--- src/rtl/dvp_capture_if.sv ---
// DVP capture bus: camera-side inputs and framed RGB565 pixel outputs.
interface dvp_capture_if;
  logic        cam_vsync;
  logic        cam_href;
  logic [7:0]  cam_data;
  logic        capture_en;
  logic [15:0] pixel_dout;
  logic        pixel_dout_vld;
  logic        pixel_sop;
  logic        pixel_eop;
  logic        frame_err;
  logic        capturing;

  // Sensor / test side drives the camera bus and watches the pixel stream
  modport master (
    output cam_vsync, cam_href, cam_data, capture_en,
    input  pixel_dout, pixel_dout_vld, pixel_sop, pixel_eop, frame_err, capturing
  );

  // Capture block consumes the camera bus and produces the pixel stream
  modport slave (
    input  cam_vsync, cam_href, cam_data, capture_en,
    output pixel_dout, pixel_dout_vld, pixel_sop, pixel_eop, frame_err, capturing
  );
endinterface

--- src/rtl/dvp_capture.sv ---
// OV5640 DVP capture: registers the 8-bit camera bus, skips settling frames after reset,
// packs byte pairs into RGB565 words and flags malformed frames.
module dvp_capture #(
  parameter int unsigned H_ACTIVE   = 640,
  parameter int unsigned V_ACTIVE   = 480,
  parameter int unsigned FRAME_SKIP = 10
) (
  input  logic          clk,
  input  logic          rst_n,
  dvp_capture_if.slave  dvp
);

  // x must be able to reach H_ACTIVE+1 so an over-long line never looks exact
  localparam int unsigned XW = $clog2(H_ACTIVE + 2);
  localparam int unsigned YW = $clog2(V_ACTIVE + 1);
  localparam int unsigned SW = $clog2(FRAME_SKIP + 2);

  localparam logic [XW-1:0] XEnd    = XW'(H_ACTIVE);
  localparam logic [XW-1:0] XLast   = XW'(H_ACTIVE - 1);
  localparam logic [XW-1:0] XSat    = XW'(H_ACTIVE + 1);
  localparam logic [YW-1:0] YEnd    = YW'(V_ACTIVE);
  localparam logic [YW-1:0] YLast   = YW'(V_ACTIVE - 1);
  localparam logic [SW-1:0] SkipEnd = SW'(FRAME_SKIP);

  typedef enum logic [1:0] {StSkip, StWaitVs, StCapture} state_e;

  logic          r_vsync, r_href, r_vsync_d, r_href_d;
  logic [7:0]    r_data;
  logic [SW-1:0] r_skip_cnt;
  state_e        r_state;
  logic [XW-1:0] r_x;
  logic [YW-1:0] r_y;
  logic          r_tog;
  logic [7:0]    r_hi;
  logic          r_eop_seen;
  logic [15:0]   r_dout;
  logic          r_vld, r_sop, r_eop, r_err, r_capturing;

  logic w_vs_rise, w_vs_fall, w_hr_fall;
  logic w_in_cap, w_emit, w_eop_now, w_line_bad, w_vs_bad;

  assign w_vs_rise = r_vsync & ~r_vsync_d;
  assign w_vs_fall = ~r_vsync & r_vsync_d;
  assign w_hr_fall = ~r_href & r_href_d;

  assign w_in_cap   = (r_state == StCapture);
  assign w_emit     = w_in_cap & r_href & r_tog & (r_x < XEnd) & (r_y < YEnd);
  assign w_eop_now  = w_emit & (r_x == XLast) & (r_y == YLast);
  // Lines past V_ACTIVE are ignored, so only in-frame lines are checked
  assign w_line_bad = w_in_cap & w_hr_fall & (r_y < YEnd) & (r_tog | (r_x != XEnd));
  // A word completing alongside vsync counts towards frame completion
  assign w_vs_bad   = w_in_cap & w_vs_rise & ~(r_eop_seen | w_eop_now);

  // Input stage: register camera pins once and keep previous sync levels for edges
  always_ff @(posedge clk or negedge rst_n) begin
    if (!rst_n) begin
      r_vsync   <= 1'b0;
      r_href    <= 1'b0;
      r_data    <= 8'h00;
      r_vsync_d <= 1'b0;
      r_href_d  <= 1'b0;
    end else begin
      r_vsync   <= dvp.cam_vsync;
      r_href    <= dvp.cam_href;
      r_data    <= dvp.cam_data;
      r_vsync_d <= r_vsync;
      r_href_d  <= r_href;
    end
  end

  // Count vsync pulses after reset, saturating at the number of frames to discard
  always_ff @(posedge clk or negedge rst_n) begin
    if (!rst_n) begin
      r_skip_cnt <= '0;
    end else if (w_vs_rise && (r_skip_cnt != SkipEnd)) begin
      r_skip_cnt <= r_skip_cnt + 1'b1;
    end
  end

  // Frame FSM with byte packing, line checks and registered outputs
  always_ff @(posedge clk or negedge rst_n) begin
    if (!rst_n) begin
      r_state     <= StSkip;
      r_x         <= '0;
      r_y         <= '0;
      r_tog       <= 1'b0;
      r_hi        <= 8'h00;
      r_eop_seen  <= 1'b0;
      r_dout      <= 16'h0000;
      r_vld       <= 1'b0;
      r_sop       <= 1'b0;
      r_eop       <= 1'b0;
      r_err       <= 1'b0;
      r_capturing <= 1'b0;
    end else begin
      r_vld <= 1'b0;
      r_sop <= 1'b0;
      r_eop <= 1'b0;
      r_err <= 1'b0;
      case (r_state)
        StSkip: begin
          if (r_skip_cnt == SkipEnd) r_state <= StWaitVs;
        end
        StWaitVs: begin
          if (w_vs_fall && dvp.capture_en) begin
            r_state     <= StCapture;
            r_capturing <= 1'b1;
            r_x         <= '0;
            r_y         <= '0;
            r_tog       <= 1'b0;
            r_eop_seen  <= 1'b0;
          end
        end
        StCapture: begin
          if (r_href) begin
            r_tog <= ~r_tog;
            if (!r_tog) begin
              r_hi <= r_data;
            end else if (r_x != XSat) begin
              r_x <= r_x + 1'b1;
            end
          end
          if (w_emit) begin
            r_dout <= {r_hi, r_data};
            r_vld  <= 1'b1;
            r_sop  <= (r_x == '0) && (r_y == '0);
            r_eop  <= w_eop_now;
          end
          if (w_eop_now) r_eop_seen <= 1'b1;
          if (w_hr_fall) begin
            r_x   <= '0;
            r_tog <= 1'b0;
            if (r_y < YEnd) r_y <= r_y + 1'b1;
          end
          // Line-end fault and early vsync in one cycle still give a single pulse
          if (w_line_bad || w_vs_bad) r_err <= 1'b1;
          if (w_line_bad || w_vs_rise) begin
            r_state     <= StWaitVs;
            r_capturing <= 1'b0;
          end
        end
        default: begin
          r_state     <= StSkip;
          r_capturing <= 1'b0;
        end
      endcase
    end
  end

  assign dvp.pixel_dout     = r_dout;
  assign dvp.pixel_dout_vld = r_vld;
  assign dvp.pixel_sop      = r_sop;
  assign dvp.pixel_eop      = r_eop;
  assign dvp.frame_err      = r_err;
  assign dvp.capturing      = r_capturing;

endmodule

--- src/flat_wrapper.sv ---
// flat-port wrapper written by rule: the top's interface ports become plain ports
module dvp_capture_flat 
#(
  parameter int unsigned H_ACTIVE   = 640,
  parameter int unsigned V_ACTIVE   = 480,
  parameter int unsigned FRAME_SKIP = 10
)
  (clk, rst_n, dvp_cam_vsync, dvp_cam_href, dvp_cam_data, dvp_capture_en, dvp_pixel_dout, dvp_pixel_dout_vld, dvp_pixel_sop, dvp_pixel_eop, dvp_frame_err, dvp_capturing);
  dvp_capture_if dvp_i ();
  input  logic clk;
  input  logic rst_n;
  input wire logic [$bits(dvp_i.cam_vsync)-1:0] dvp_cam_vsync;
  input wire logic [$bits(dvp_i.cam_href)-1:0] dvp_cam_href;
  input wire logic [$bits(dvp_i.cam_data)-1:0] dvp_cam_data;
  input wire logic [$bits(dvp_i.capture_en)-1:0] dvp_capture_en;
  output wire logic [$bits(dvp_i.pixel_dout)-1:0] dvp_pixel_dout;
  output wire logic [$bits(dvp_i.pixel_dout_vld)-1:0] dvp_pixel_dout_vld;
  output wire logic [$bits(dvp_i.pixel_sop)-1:0] dvp_pixel_sop;
  output wire logic [$bits(dvp_i.pixel_eop)-1:0] dvp_pixel_eop;
  output wire logic [$bits(dvp_i.frame_err)-1:0] dvp_frame_err;
  output wire logic [$bits(dvp_i.capturing)-1:0] dvp_capturing;
  assign dvp_i.cam_vsync = dvp_cam_vsync;
  assign dvp_i.cam_href = dvp_cam_href;
  assign dvp_i.cam_data = dvp_cam_data;
  assign dvp_i.capture_en = dvp_capture_en;
  assign dvp_pixel_dout = dvp_i.pixel_dout;
  assign dvp_pixel_dout_vld = dvp_i.pixel_dout_vld;
  assign dvp_pixel_sop = dvp_i.pixel_sop;
  assign dvp_pixel_eop = dvp_i.pixel_eop;
  assign dvp_frame_err = dvp_i.frame_err;
  assign dvp_capturing = dvp_i.capturing;
  dvp_capture #(.H_ACTIVE(H_ACTIVE), .V_ACTIVE(V_ACTIVE), .FRAME_SKIP(FRAME_SKIP)) u_core (.clk(clk), .rst_n(rst_n), .dvp(dvp_i));
endmodule
--- config.mk ---
export PLATFORM = sky130hd
export DESIGN_NAME = dvp_capture_flat
export DESIGN_NICKNAME = d
export VERILOG_FILES = /design/src/rtl/dvp_capture_if.sv /design/src/rtl/dvp_capture.sv /design/src/flat_wrapper.sv
export SDC_FILE = /design/constraint.sdc
export NUM_CORES = 1
export LEC_CHECK = 0
export BUFFER_PORTS_ARGS = -buffer_cell sky130_fd_sc_hd__buf_2
export CAP_MARGIN = 10
export CORE_ASPECT_RATIO = 0.8
export CORE_MARGIN = 2
export CORE_UTILIZATION = 45
export DETAILED_ROUTE_END_ITERATION = 8
export GPL_TIMING_DRIVEN = 0
export PLACE_DENSITY = 0.7
export SKIP_LAST_GASP = 1
export SLEW_MARGIN = 40
export SYNTH_ARGS = -nofsm -noshare
export SYNTH_HDL_FRONTEND = slang
export SYNTH_SLANG_ARGS = --single-unit
--- constraint.sdc ---
create_clock -name clk -period 2.5 [get_ports clk]
set_input_delay 0.375 -clock clk [delete_from_list [all_inputs] [get_ports clk]]
set_output_delay 0.375 -clock clk [all_outputs]
set_load 0.005 [all_outputs]
# After elaboration in Yosys (flattened, before gate mapping)
# Cells that the tools add are included.
# word_totals
ram_bits	0
romBits	0
latchBits	0
ff_bits	68
mem_count	0
output_inout_bits	21
inputBits	13
# classes
multipliers	0
div_mod_pow	0
mux	31
n_shift	0
add_sub_neg	3
n_reduce_logical	17
n_eq_ne	17
magnitude_cmp	2
bitwise_logic	22
# ops
cell	n
10-bit two-way mux	5
9-bit two-way mux	3
10-bit != test (second input constant)	2
10-bit one-hot mux with 2 select lines	1
9-bit one-hot mux with 2 select lines	1
3-bit AND reduction	5
1-bit AND	14
1-bit two-way mux	14
10-bit by 1-bit adder with 10-bit output (second input constant)	1
10-bit == test (second input constant)	1
10-bit zero test	1
10-bit less-than comparator (second input constant)	1
9-bit by 1-bit adder with 9-bit output (second input constant)	1
9-bit == test (second input constant)	1
9-bit zero test	1
9-bit less-than comparator (second input constant)	1
2-bit two-way mux	3
2-bit by 1-bit != test with 1-bit output (second input constant)	3
2-bit != test (second input constant)	3
3-bit by 1-bit != test with 1-bit output (second input constant)	2
1-bit NOT	6
2-bit one-hot mux with 3 select lines	1
5-bit AND reduction	1
4-bit by 1-bit adder with 4-bit output (second input constant)	1
other kinds (14)	19

# Logic depth before layout (Yosys ltp)
# logic_depth
depth_word	13
mapped_depth	9
mapped_depth_nobuf	7

# Worst setup path before layout
# Ideal clock, no wire load.
# synth_timing
path_kind	reg2reg
startpoint	register u_core.r_x[0]
endpoint	register u_core.r_state[1]
period_less_slack_ns	2.205
setup_ns	0.127
arrival_ns	2.077
required_ns	2.373
slack_ns	0.295
stages_incl_launch_ff	8
cell_sequence	dfrtp_1 > inv_1 > ha_1 > or3b_1 > or4_4 > a211oi_2 > a221o_2 > mux2_1
# synth_between
elab_chain_cells	6
# synth_lines
element	line_no	rtl
start: declaration	dvp_capture.sv:31	logic [XW-1:0] r_x;
start signal: assignment	dvp_capture.sv:120	r_x <= r_x + 1'b1;
10-bit != test	dvp_capture.sv:50	assign w_line_bad = w_in_cap & w_hr_fall & (r_y < YEnd) & (r_tog | (r_x != XEnd));
1-bit OR	dvp_capture.sv:50	
1-bit AND	dvp_capture.sv:50	
1-bit logical OR	dvp_capture.sv:137	if (w_line_bad || w_vs_rise) begin
2-bit != test (no line)	-	
3-bit AND reduction (no line)	-	
end signal: assignment	dvp_capture.sv:83	r_state <= StSkip;
end signal: assignment	dvp_capture.sv:138	r_state <= StWaitVs;
end signal: assignment	dvp_capture.sv:143	r_state <= StSkip;
end: declaration	dvp_capture.sv:30	state_e r_state;
# Every way passes these cells.
# A chain may end at the register's enable or synchronous reset.

# Worst setup path in the final report
# layout_timing
startpoint	register u_core.r_x[1]
endpoint	register u_core.r_state[1]
# The elaborated chain is that of the path after synthesis.

==> metrics.yaml <==
sta:
  period_needed_ps: 2400
  worst_slew_pin_slew_ps: 759
  fmax_ghz: 0.417
  finalClockSkew_ps: 9.33
  slew_viol_final: 0
  period_share: 0.959
  setup_viol: 0
  rsz0062_at_grt: "false"
  worst_slack_ps: 102
  max-slew-margin-rel: 0.491
  hold_viol_final: 0
cts:
  cts-htree-levels: 3
  numCtsBuffers: 9
  clock-sinks: 68
  clockBufferDepth: 2
  cts_tree: "done"
  cts.reportedPaths.clkPinSlew_ps: 80
  clock_latency_ps: 340
  root_buffer: "clkbuf_8"
worst_setup_path:
  crit_type: "reg2reg"
  critical_path.endpoint_type: "flip-flop"
  startpoint_type: "flip-flop"
  arrival_ps: 2630
  worstPathRequired_ps: 2730
  worstPathMaxFanout: 5
pwr:
  finalPower_w: 0.00337
  powerDensity_nw_per_um2: 954
  leakagePower_nw: 1.68
  vdd_drop_max_uv: 412
route:
  drt_pre_antenna_iters: 4
  drc: 0
  drtIter0Drc: 157
  wl_per_cell_um: 13.5
  ant_nets: 0
  num_vias: 2219
  drt_wl_total_um: 5680
  routed_via_density: 5.27
synthesis:
  synthArstFlopShare: 1.00
  netlist_area_um2: 2990
  ys_seq_elements: 68
  synthDistinctLibCells: 42
  synth_seq_area_share: 0.570
  synthFlopType: "dfrtp_1"
  synth_nets: 310
  synthCells: 286
  synth_warnings: 0
  avgSynthCellArea_um2: 10.4
  synth_edf_count: 0
cells_and_area:
  area_growth_pct: 18.3
  layout-drive-gt1-share: 0.199
  nets: 356
  final_cell_area_um2: 3530
  diodes: 0
  fin_cells: 421
grt:
  antenna_found_initial: 0
  grt-ovfl-total: 0
  grt_pass1_wl_um: 9690
  grtUsageTotal: 0.170
  grt_max_degree: 44
  first_global_vias: 2094
place:
  postPlaceCellArea_um2: 3280
  dp_cells: 404
  dp_hpwl_um: 3960
  io_buffers: 33
  dpl_worst_slack_ps: -60.8
  place_congestion: 0.822
worst_hold_path:
  min_path_type: "in2reg"
floorplanning:
  dieArea_um2: 7310
  num_rows: 26
  dieHeight_um: 76.9
  fp.dieW_um: 95.1
  start_util: 0.466
  coreArea_um2: 6410
  ios: 34
run_status:
  outcome: "finished clean"
flow_run:
  maxCapViolations: 0
[cells in the final DEF, fill, tap and decap left out, drive strengths merged, types with 2 or more instances in the layout]
cell type	instances
a21oi	5
a31oi	3
and3	5
buf	35
bufinv	2
clkbuf	14
clkinv	4
clkinvlp	2
dfrtp	68
ha	11
inv	11
mux2	9
nand2	60
nand2b	3
nand3	13
nand3b	3
nand4	5
nor2	15
nor2b	3
nor3	4
nor4	7
nor4b	2
o21ai	18
o31ai	6
xnor2	9
[cell type report]
class                   instances  area (um2)
fillers                       553        2880
flip-flops and latches         68        1700
multi-input cells             200        1220
repair buffers                 36         218
clock buffers                   9         124
well taps                      84         105
clock inverters                 7        91.3
inverters                      12        48.8
plain buffers                   5        20.0
[sequential cells by signal, summed over array words and instances (netlist names), 2 cells and up]
name                   cells
u_core.r_hi                8
u_core.r_data              8
u_core.r_skip_cnt          4
u_core.r_y                 9
u_core.r_x                10
u_core.dvp.pixel_dout     16
u_core.r_state             2
[through the flow]
step,util,setup TNS (ps),hold WS (ps)
after global routing,0.551,0,119
after detailed placement,0.512,-451,305
after CTS,0.546,0,127
after floorplan,-,0,79.4
final,0.551,0,137
after global placement,0.508,-131,366
[cell usage after synthesis, drive strengths merged (2+ instances only)]
| cell | number | share of area |
|---|---|---|
| a21oi | 5 | 0.0084 |
| a31oi | 3 | 0.0063 |
| and3 | 5 | 0.010 |
| clkbuf | 6 | 0.0075 |
| dfrtp | 68 | 0.57 |
| ha | 11 | 0.046 |
| inv | 11 | 0.014 |
| mux2 | 9 | 0.034 |
| nand2 | 60 | 0.075 |
| nand2b | 3 | 0.0063 |
| nand3 | 13 | 0.022 |
| nand3b | 3 | 0.0075 |
| nand4 | 5 | 0.010 |
| nor2 | 15 | 0.019 |
| nor2b | 3 | 0.0063 |
| nor3 | 4 | 0.0067 |
| nor4 | 7 | 0.015 |
| nor4b | 2 | 0.0059 |
| o21ai | 18 | 0.030 |
| o31ai | 6 | 0.015 |
| xnor2 | 9 | 0.026 |
[cell families after synthesis]
logic type / Yosys count / share of synthesized area
AND/OR/NAND/NOR: 127 / 0.204
multiplexers: 10 / 0.0373
flip-flops: 68 / 0.570
XOR/XNOR: 9 / 0.0264
adder cells (fa/ha/maj): 11 / 0.0461
AO/OA/AOI/OAI: 43 / 0.0934
buffers and inverters: 18 / 0.0226
[path summary, 6_finish.rpt]
check                                          start                              endpoint  slack (ps)  cells after the start
min reg2reg                 u_core.r_vsync$_DFF_PN0_            u_core.r_vsync_d$_DFF_PN0_         380                      0
max reg2reg                u_core.r_x[1]$_DFFE_PN0P_         u_core.r_state[1]$_DFFE_PN0P_         100                      7
max                        u_core.r_x[1]$_DFFE_PN0P_         u_core.r_state[1]$_DFFE_PN0P_         100                      7
max in group asynchronous                      rst_n  u_core.dvp.pixel_dout[1]$_DFFE_PN0P_        1480                      3
min                                     dvp_cam_href               u_core.r_href$_DFF_PN0_         140                      1
min in group asynchronous                      rst_n      u_core.r_skip_cnt[3]$_DFFE_PN0P_         480                      2
[metal layers]
metal,GRT usage,part of all wire,vias up
met2,0.257,0.46,53
li1,-,-,1089
met1,0.239,0.48,1072
met3,0.0511,0.055,5
met5,0,0,-
met4,0.0478,0.0069,0
[what timing repair did]
item / CTS / global route
endpoints found under the setup margin: 10 / 17
gates cloned: 0 / 0
gates resized for setup: 0 / 4
endpoints found under the hold margin: 25 / 0
buffers inserted: 0 / 1
hold buffers: 1 / 0
[power breakdown]
| part | internal [W] | total [W] | switching (W) | leakage [nW] |
|---|---|---|---|---|
| Sequential | 0.00135 | 0.00150 | 0.000148 | 0.885 |
| Clock | 0.000557 | 0.000971 | 0.000413 | 0.109 |
| Combinational | 0.000389 | 0.000903 | 0.000514 | 0.690 |
[critical path: stages, from the launching register on]
cell      delay (ps)
dfrtp_1          430
inv_1            100
ha_1             150
or3b_1           370
or4_4            450
a211oi_2         290
a221o_2          200
mux2_1           310
Note: power is estimated with default switching activity, not from simulation.
